===== src/rtl/seq_divider.sv =====
// Sequential restoring divider: one quotient bit per clock, start/busy/done handshake.
// Optional two's-complement operands when SEQ_DIV_SIGNED_EN is defined.
module seq_divider #(
    parameter int unsigned WIDTH = 8
) (
    input  logic             clk,
    input  logic             rst_n,
    input  logic             start,
    input  logic [WIDTH-1:0] dividend,
    input  logic [WIDTH-1:0] divisor,
    output logic             busy,
    output logic             done,
    output logic [WIDTH-1:0] quotient,
    output logic [WIDTH-1:0] remainder,
    output logic             div_by_zero
);

    localparam int unsigned CW = $clog2(WIDTH + 1);

    typedef enum logic [1:0] {
        S_IDLE,
        S_RUN,
        S_DONE
    } state_t;

    state_t           r_state, w_state_nxt;
    logic [WIDTH-1:0] r_rem, w_rem_nxt;
    logic [WIDTH-1:0] r_quo, w_quo_nxt;
    logic [WIDTH-1:0] r_dsr, w_dsr_nxt;
    logic [CW-1:0]    r_cnt, w_cnt_nxt;
    logic             r_neg_q, w_neg_q_nxt;
    logic             r_neg_r, w_neg_r_nxt;
    logic             w_busy_nxt, w_done_nxt, w_dbz_nxt;
    logic [WIDTH-1:0] w_q_out_nxt, w_r_out_nxt;

    // One restoring step on the working registers
    logic [WIDTH:0]   w_trial;
    logic             w_ge;
    logic [WIDTH-1:0] w_rem_step, w_quo_step;

    assign w_trial    = {r_rem, r_quo[WIDTH-1]};
    assign w_ge       = (w_trial >= {1'b0, r_dsr});
    assign w_rem_step = w_ge ? (w_trial[WIDTH-1:0] - r_dsr) : w_trial[WIDTH-1:0];
    assign w_quo_step = {r_quo[WIDTH-2:0], w_ge};

    // Operand magnitudes and result signs
    logic             w_a_neg, w_b_neg;
    logic [WIDTH-1:0] w_a_mag, w_b_mag;

`ifdef SEQ_DIV_SIGNED_EN
    assign w_a_neg = dividend[WIDTH-1];
    assign w_b_neg = divisor[WIDTH-1];
    assign w_a_mag = w_a_neg ? (WIDTH'(0) - dividend) : dividend;
    assign w_b_mag = w_b_neg ? (WIDTH'(0) - divisor) : divisor;
`else
    assign w_a_neg = 1'b0;
    assign w_b_neg = 1'b0;
    assign w_a_mag = dividend;
    assign w_b_mag = divisor;
`endif

    logic [WIDTH-1:0] w_q_fin, w_r_fin;
    assign w_q_fin = r_neg_q ? (WIDTH'(0) - w_quo_step) : w_quo_step;
    assign w_r_fin = r_neg_r ? (WIDTH'(0) - w_rem_step) : w_rem_step;

    // Next-state and next-output logic
    always_comb begin
        w_state_nxt = r_state;
        w_rem_nxt   = r_rem;
        w_quo_nxt   = r_quo;
        w_dsr_nxt   = r_dsr;
        w_cnt_nxt   = r_cnt;
        w_neg_q_nxt = r_neg_q;
        w_neg_r_nxt = r_neg_r;
        w_q_out_nxt = quotient;
        w_r_out_nxt = remainder;
        w_dbz_nxt   = div_by_zero;

        case (r_state)
            S_IDLE, S_DONE: begin
                if (start) begin
                    w_rem_nxt   = '0;
                    w_quo_nxt   = w_a_mag;
                    w_dsr_nxt   = w_b_mag;
                    w_neg_q_nxt = w_a_neg ^ w_b_neg;
                    w_neg_r_nxt = w_a_neg;
                    if (divisor == '0) begin
                        w_state_nxt = S_DONE;
                        w_cnt_nxt   = '0;
                        w_q_out_nxt = '1;
                        w_r_out_nxt = dividend;
                        w_dbz_nxt   = 1'b1;
                    end else begin
                        w_state_nxt = S_RUN;
                        w_cnt_nxt   = CW'(WIDTH);
                    end
                end else if (r_state == S_DONE) begin
                    w_state_nxt = S_IDLE;
                end
            end
            S_RUN: begin
                w_rem_nxt = w_rem_step;
                w_quo_nxt = w_quo_step;
                w_cnt_nxt = r_cnt - CW'(1);
                if (r_cnt == CW'(1)) begin
                    w_state_nxt = S_DONE;
                    w_q_out_nxt = w_q_fin;
                    w_r_out_nxt = w_r_fin;
                    w_dbz_nxt   = 1'b0;
                end
            end
            default: w_state_nxt = S_IDLE;
        endcase

        w_busy_nxt = (w_state_nxt == S_RUN);
        // done trails the DONE state by one cycle so results are settled when it pulses
        w_done_nxt = (r_state == S_DONE);
    end

    always_ff @(posedge clk or negedge rst_n) begin
        if (!rst_n) begin
            r_state     <= S_IDLE;
            r_rem       <= '0;
            r_quo       <= '0;
            r_dsr       <= '0;
            r_cnt       <= '0;
            r_neg_q     <= 1'b0;
            r_neg_r     <= 1'b0;
            busy        <= 1'b0;
            done        <= 1'b0;
            quotient    <= '0;
            remainder   <= '0;
            div_by_zero <= 1'b0;
        end else begin
            r_state     <= w_state_nxt;
            r_rem       <= w_rem_nxt;
            r_quo       <= w_quo_nxt;
            r_dsr       <= w_dsr_nxt;
            r_cnt       <= w_cnt_nxt;
            r_neg_q     <= w_neg_q_nxt;
            r_neg_r     <= w_neg_r_nxt;
            busy        <= w_busy_nxt;
            done        <= w_done_nxt;
            quotient    <= w_q_out_nxt;
            remainder   <= w_r_out_nxt;
            div_by_zero <= w_dbz_nxt;
        end
    end

endmodule

===== config.mk =====
export PLATFORM = sky130hd
export DESIGN_NAME = seq_divider
export DESIGN_NICKNAME = d
export VERILOG_FILES = /design/src/rtl/seq_divider.sv
export SDC_FILE = /design/constraint.sdc
export NUM_CORES = 1
export LEC_CHECK = 0
export CAP_MARGIN = 10
export CORE_ASPECT_RATIO = 0.7
export CORE_MARGIN = 2
export CORE_UTILIZATION = 30
export CTS_CLUSTER_DIAMETER = 40
export DETAILED_ROUTE_END_ITERATION = 10
export GPL_ROUTABILITY_DRIVEN = 0
export PLACE_DENSITY = 0.47
export SETUP_SLACK_MARGIN = 0.15
export SLEW_MARGIN = 20
export SYNTH_ARGS = -nofsm -noshare
export SYNTH_HDL_FRONTEND = slang
export SYNTH_SLANG_ARGS = --single-unit

===== constraint.sdc =====
create_clock -name clk -period 2.05 [get_ports clk]
set_clock_uncertainty 0.05 [all_clocks]
set_input_delay 0.205 -clock clk [delete_from_list [all_inputs] [get_ports clk]]
set_output_delay 0.205 -clock clk [all_outputs]
set_load 0.01 [all_outputs]

==> flow_metrics.tcl, run 1 <==
set metrics [dict create \
    dieArea_um2 9051 \
    yosys.area_share.simple_pct 19.31 \
    maxCapViolCount 0 \
    vias_per_cell 4.737 \
    vias 2160 \
    grt_pass1_vias 2189 \
    wl_um 6661 \
    ys_types 41 \
    grt_max_degree 28 \
    syn_area_um2 2489 \
    async_flop_share_pct 100.0 \
    p_total_mw 7.858 \
    cp_data_arrival_time_ns 2.26 \
    areaGrowthSynthToFinish_pct 54.45 \
    post-route-min-period_ns 2.143 \
    initial_core_util_pct 31.21 \
    leakage_nw 1.624 \
    fin_setup_tns_ns -0.3800 \
    synthXorXnorAreaFrac_pct 1.760 \
    synthAdderAreaFrac_pct 5.832 \
    clock_latency_ns 0.29 \
    synth-edff-count 0 \
    drtIter0Drc 106 \
    clk_pin_slew_ns 0.07 \
    synth_compound_area_share_pct 17.65 \
    slew_violations 0 \
    postSynthAreaPerCell_um2 9.183 \
    cp.required_ns 2.17 \
    dpl.hpwl_um 4823 \
    path_delay_family "compound AO/OA/AOI/OAI gates" \
    cts-root-buf "clkbuf_16" \
    path_cells "inv_2 -> ha_4 -> fa_2 -> nand2b_4 -> a211oi_4 -> nor4_1 -> a311o_1 -> mux2i_2 -> a221oi_2" \
    hold_path.class "primary input to asynchronous set/reset pin" \
    dominantRegCellSynth "dfrtp_1" \
    post-route-period-util_pct 104.5 \
    slew-limit-headroom_pct 49.44 \
    timing.fmax_mhz 466.6 \
    crit_fanout 2 \
    startpoint_type "flip-flop" \
    ys_ff_latch 49 \
    rows 27 \
    setup_violations 7 \
    yosysSeqAreaShare_pct 49.27 \
    drc_errors 2 \
    synth_area_leaders "dfrtp_1 (49%), nand2_1 (7.2%), nor2_1 (5.1%)" \
    grtUsageTotal_pct 15.81 \
    die_w_um 112.9 \
    die_h_um 80.20 \
    setup_slack_ns -0.09309 \
    n_antenna_cell 0 \
    crit_buf_inv 1 \
    synth_warnings 0 \
    dr.pass1.iters 7 \
    syn_nets 301 \
    postSynthCellCount 271 \
    synth_top_family_by_area "simple AND/OR/NAND/NOR gates" \
    max_stage_delay_ns 0.37 \
    yosys.area.top_type "dfrtp_1" \
    synth_top_area_share_pct 49.27 \
    dpl_cell_area_um2 3369 \
    worstSetupPathType "flip-flop to flip-flop" \
    numCtsBuffers 5 \
    synth_top_cells_by_count "dfrtp_1 (49), nand2_1 (48), nor2_1 (34)" \
    clk_path_buf_depth 2 \
    cts_tree "done" \
    hold_viol 0 \
    cp_slowest_cell "dfrtp_1" \
    ir_worst_vdd_uv 612.3 \
    clkSinkCount 49 \
    final_area_um2 3844 \
    core_area_um2 7973 \
    antenna_found_initial 0 \
    wl_per_cell_um 14.61 \
    layout.nets 384 \
    rsz0062_at_grt "true" \
    grt_overflow 0 \
    htree_levels 2 \
    grt_pass1_wl_um 11260 \
    status "complete, but fails checks" \
    synthMuxAreaShare_pct 1.257 \
    antenna_left 0 \
    num_io_pins 38 \
    worst_slew_pin_slew_ns 0.7557 \
    end_kind "flip-flop" \
    drive_gt1_share_pct 31.83 \
    yosysMostFrequentCell "dfrtp_1" \
    io_buffers 37 \
    powerDensity_nw_per_um2 2044 \
    violations "DRC, setup timing" \
]
## flip-flops by register name, indices dropped and copies added (netlist names), 2 cells and up
name,flops
quotient,8
r_dsr,8
r_quo,8
r_rem,8
remainder,8
r_cnt,4
r_state,2
## cell families (layout without fill, tap and decap cells)
kind of cell / count (synthesis) / after routing
fa+ha+maj: 11 / 11
xor+xnor: 5 / 5
mux: 3 / 3
simple gates: 109 / 110
buf+inv: 28 / 111
flops: 49 / 49
compound gates: 66 / 66
## cell type report
cell class	instances	area (um^2)
fillers	787	4129
multi-input cells	195	1465
flip-flops and latches	49	1226
repair buffers	89	802.0
well taps	101	126.4
clock buffers	5	125.1
inverters	14	52.55
clock inverters	3	46.29
## power by group
part | total, mW | switching, mW | internal [mW] | leakage, nW
sequential | 1.72 | 0.291 | 1.43 | 0.563
combinational | 5.19 | 2.56 | 2.64 | 0.981
clock | 0.948 | 0.370 | 0.578 | 0.0800
total | 7.86 | 3.22 | 4.64 | 1.62
## placed cells by master, fill, tap and decap left out, types with 3 or more instances in the layout
cell / Yosys / routed
ha_1: 10 / 3
buf_4: 0 / 44
clkbuf_16: 0 / 5
o21ai_2: 0 / 3
dfrtp_1: 49 / 49
a21oi_4: 0 / 3
ha_4: 0 / 7
clkdlybuf4s50_1: 0 / 36
inv_1: 14 / 12
nand2_1: 48 / 47
a221oi_2: 2 / 3
o21ai_1: 2 / 5
a31oi_1: 9 / 8
a21oi_2: 0 / 4
nor2_1: 34 / 30
buf_6: 2 / 5
a21o_1: 3 / 3
a21oi_1: 15 / 8
xor2_1: 4 / 3
nand3_2: 0 / 3
o21ai_0: 22 / 15
## through the flow
stage	instances	utilization (%)	hold slack (ns)	setup slack, ns
6_report	456	48.21	0.2190	-0.09309
5_1_grt	456	48.21	0.2592	-0.2067
4_1_cts	453	46.74	0.2264	-0.1224
3_5_place_dp	436	42.26	-0.004431	-0.2595
3_3_place_gp	436	42.26	-0.004804	-0.1811
2_1_floorplan	271	-	-0.1406	-0.02927
## final timing paths
check / from / to / slack (ns) / cells after the start
max in group asynchronous: rst_n / r_quo[0]$_DFFE_PN0P_ / 1.14 / 3
setup / recovery: r_quo[7]$_DFFE_PN0P_ / remainder[6]$_DFFE_PN0P_ / -0.09 / 9
setup reg to reg: r_quo[7]$_DFFE_PN0P_ / remainder[6]$_DFFE_PN0P_ / -0.09 / 9
hold / removal: rst_n / r_dsr[5]$_DFFE_PN0P_ / 0.22 / 2
min in group clk: divisor[0] / r_dsr[0]$_DFFE_PN0P_ / 0.43 / 3
hold reg to reg: div_by_zero$_DFFE_PN0P_ / div_by_zero$_DFFE_PN0P_ / 0.45 / 2
## per-layer routing
| layer | global-route usage, % | up-vias | wire, um |
|---|---|---|---|
| li1 | - | 1094 | - |
| met3 | 3.849 | 6 | 203 |
| met4 | 2.927 | 0 | 44 |
| met2 | 23.19 | 30 | 2821 |
| met1 | 23.69 | 1030 | 3591 |
| met5 | 0 | - | 0 |
## what timing repair did
action,CTS,global route
buffers inserted,7,3
resized for setup,32,15
hold endpoints to repair,22,0
pin swaps,19,11
hold buffers,1,0
cloned,1,0
endpoints found under the setup margin,19,21
Note: power is estimated with default switching activity, not from simulation.
==> run 2, diff against run 1 <==
--- a/config.mk
+++ b/config.mk
@@ -5,7 +5,7 @@
 export SDC_FILE = /design/constraint.sdc
 export NUM_CORES = 1
 export LEC_CHECK = 0
-export CAP_MARGIN = 10
+export CAP_MARGIN = 0
 export CORE_ASPECT_RATIO = 0.7
 export CORE_MARGIN = 2
 export CORE_UTILIZATION = 30
==> results of run 2 <==
The final DEF is identical to that of run 1; final timing and power are the same.
==> run 3, diff against run 2 <==
--- a/config.mk
+++ b/config.mk
@@ -6,13 +6,15 @@
 export NUM_CORES = 1
 export LEC_CHECK = 0
 export CAP_MARGIN = 0
+export CELL_PAD_IN_SITES_DETAIL_PLACEMENT = 1
+export CELL_PAD_IN_SITES_GLOBAL_PLACEMENT = 1
 export CORE_ASPECT_RATIO = 0.7
 export CORE_MARGIN = 2
 export CORE_UTILIZATION = 30
 export CTS_CLUSTER_DIAMETER = 40
 export DETAILED_ROUTE_END_ITERATION = 10
 export GPL_ROUTABILITY_DRIVEN = 0
-export PLACE_DENSITY = 0.47
+export PLACE_DENSITY = 0.6
 export SETUP_SLACK_MARGIN = 0.15
 export SLEW_MARGIN = 20
 export SYNTH_ARGS = -nofsm -noshare
==> constraint.sdc (replaced) <==
create_clock -name clk -period 1.9 [get_ports clk]
set_clock_uncertainty 0.05 [all_clocks]
set_input_delay 0.19 -clock clk [delete_from_list [all_inputs] [get_ports clk]]
set_output_delay 0.19 -clock clk [all_outputs]
set_load 0.01 [all_outputs]
==> run 3 against run 2 <==
Net effect: die area did not move; count of clock-buffer cells in the layout did not move; the flow still finishes with violations (DRC, setup timing); critical endpoint unchanged; largest cell class unchanged; worst hold slack got worse by 0.10 ns; critical path depth fell by 1; global-route usage rose by 2.0 points; clock power rose by 22%; wire length rose by 14%; combinational power rose by 6.0%; first-iteration DRC count fell by 28%; worst setup slack got worse by 0.23 ns; sequential share of layout area fell by 0.071 points.
==> flow_metrics.tcl, run 3 (synthesis results as in run 1) <==
set metrics [dict create \
    status "complete, but fails checks" \
    violations "DRC, setup timing" \
    worstRegToRegCells 8 \
    layout_commonest_cell "buf_4" \
    drive_gt1_share_pct 32.40 \
    drtIter0Drc 76 \
    cts_tree "done" \
    dpl_cell_area_um2 3421 \
    dpl.hpwl_um 5506 \
    post-route-min-period_ns 2.224 \
    post-route-period-util_pct 117.1 \
    timing.fmax_mhz 449.6 \
    startpoint_type "flip-flop" \
    grt_overflow 0 \
    areaGrowthSynthToFinish_pct 54.95 \
    die_w_um 112.9 \
    clk_pin_slew_ns 0.07 \
    clkSinkCount 49 \
    final_cell_mix "buf_4 (49), dfrtp_1 (48), nand2_1 (46)" \
    grt_max_degree 50 \
    numCtsBuffers 5 \
    clk_path_buf_depth 2 \
    fin_worst_hold_slack_ns 0.1181 \
    io_buffers 37 \
    setup_violations 16 \
    dieArea_um2 9051 \
    cp_data_arrival_time_ns 2.37 \
    hold_viol 0 \
    crit_buf_inv 1 \
    hold_path.class "primary input to flip-flop" \
    place_ws_ns -0.3935 \
    worstSetupPathType "flip-flop to flip-flop" \
    powerDensity_nw_per_um2 2215 \
    setup_slack_ns -0.3244 \
    leakage_nw 1.671 \
    grt_pass1_vias 2429 \
    clock_latency_ns 0.30 \
    path_delay_family "compound AO/OA/AOI/OAI gates" \
    vias 2252 \
    cp_slowest_cell "dfrtp_1" \
    layout.nets 387 \
    vias_per_cell 4.906 \
    maxCapViolCount 0 \
    grt_pass1_wl_um 12450 \
    min_from "divisor[6]" \
    slew_violations 0 \
    r2r_end "remainder[6]$_DFFE_PN0P_" \
    initial_core_util_pct 31.21 \
    crit_fanout 2 \
    core_area_um2 7973 \
    htree_levels 2 \
    crit_cells 8 \
    grtUsageTotal_pct 17.80 \
    rows 27 \
    final_area_um2 3856 \
    end_kind "flip-flop" \
    num_io_pins 38 \
    antenna_found_initial 0 \
    dr.pass1.iters 7 \
    wl_um 7592 \
    cts-root-buf "clkbuf_16" \
    fin_setup_tns_ns -2.376 \
    antenna_left 0 \
    cp.required_ns 2.05 \
    die_h_um 80.20 \
    max_stage_delay_ns 0.43 \
    crit_start "r_dsr[0]$_DFFE_PN0P_" \
    rsz0062_at_grt "true" \
    drc_errors 2 \
    r2r_slack_ns -0.32 \
    path_cells "ha_4 -> fa_2 -> nand2b_4 -> a211oi_4 -> buf_4 -> a311o_1 -> mux2i_1 -> a221oi_1" \
    n_antenna_cell 0 \
    r2r_start "r_dsr[0]$_DFFE_PN0P_" \
    slew-limit-headroom_pct 66.29 \
    crit_end "remainder[6]$_DFFE_PN0P_" \
    worst_slew_pin_slew_ns 0.5038 \
    ir_worst_vdd_uv 693.8 \
    wl_per_cell_um 16.54 \
]
run 3: changes by cell type in the layout (fill, tap and decap cells not counted), moves of 3 or more:
cell,before,now
buf_4,44,49
a21oi_2,4,1
buf_6,5,2
nor4_2,0,3
run 3: repair_timing:
item	CTS	global route
pin swaps	16	12
hold buffers	1	0
endpoints found under the hold margin	49	0
gates resized for setup	25	19
setup endpoints to repair	22	25
cloned	1	0
setup buffers	7	1
run 3: worst min path at each step:
stage / endpoint / slack, ns / cells past startpoint
floorplan: busy$_DFF_PN0_ / -0.16 / 0
global placement: r_dsr[5]$_DFFE_PN0P_ / 0.16 / 2
detailed placement: r_dsr[5]$_DFFE_PN0P_ / 0.15 / 2
CTS: r_dsr[5]$_DFFE_PN0P_ / 0.38 / 3
global route: r_dsr[6]$_DFFE_PN0P_ / 0.16 / 3
finish: r_dsr[6]$_DFFE_PN0P_ / 0.12 / 3
run 3: cell type report:
cell class	instances	area [um^2]
inverter	14	52.55
fill	893	4116
multi-input combinational	195	1429
clock buffer	5	125.1
sequential	49	1227
timing repair buffer	92	830.8
clock inverter	3	65.06
tap	101	126.4
run 3: report_power, final:
group          total [mW]  switching [mW]  internal (mW)
clock network        1.16           0.408          0.752
logic                5.50            2.74           2.76
registers            1.88           0.334           1.54
run 3: per-stage QoR:
stage	instances	power [mW]	utilization, %
2_1_floorplan	271	4.693	-
3_3_place_gp	441	6.317	42.91
3_5_place_dp	441	6.447	42.91
4_1_cts	458	8.387	47.49
5_1_grt	459	9.171	48.37
6_report	459	8.541	48.37
run 3: worst register-to-register path, delay by kind of cell (launching register included):
kind | cells | cell delay, ns
AO/OA/AOI/OAI | 3 | 0.71
AND/OR/NAND/NOR | 1 | 0.16
buffers and inverters | 1 | 0.15
multiplexers | 1 | 0.09
flip-flops | 1 | 0.43
adder cells (fa/ha/maj) | 2 | 0.52
run 3: per-layer routing:
metal / track usage (%) / vias up / wire (um)
li1: - / 1100 / -
met3: 3.623 / 8 / 233
met5: 0 / - / 0
met4: 4.390 / 0 / 73
met1: 25.43 / 1108 / 4012
met2: 27.71 / 36 / 3273
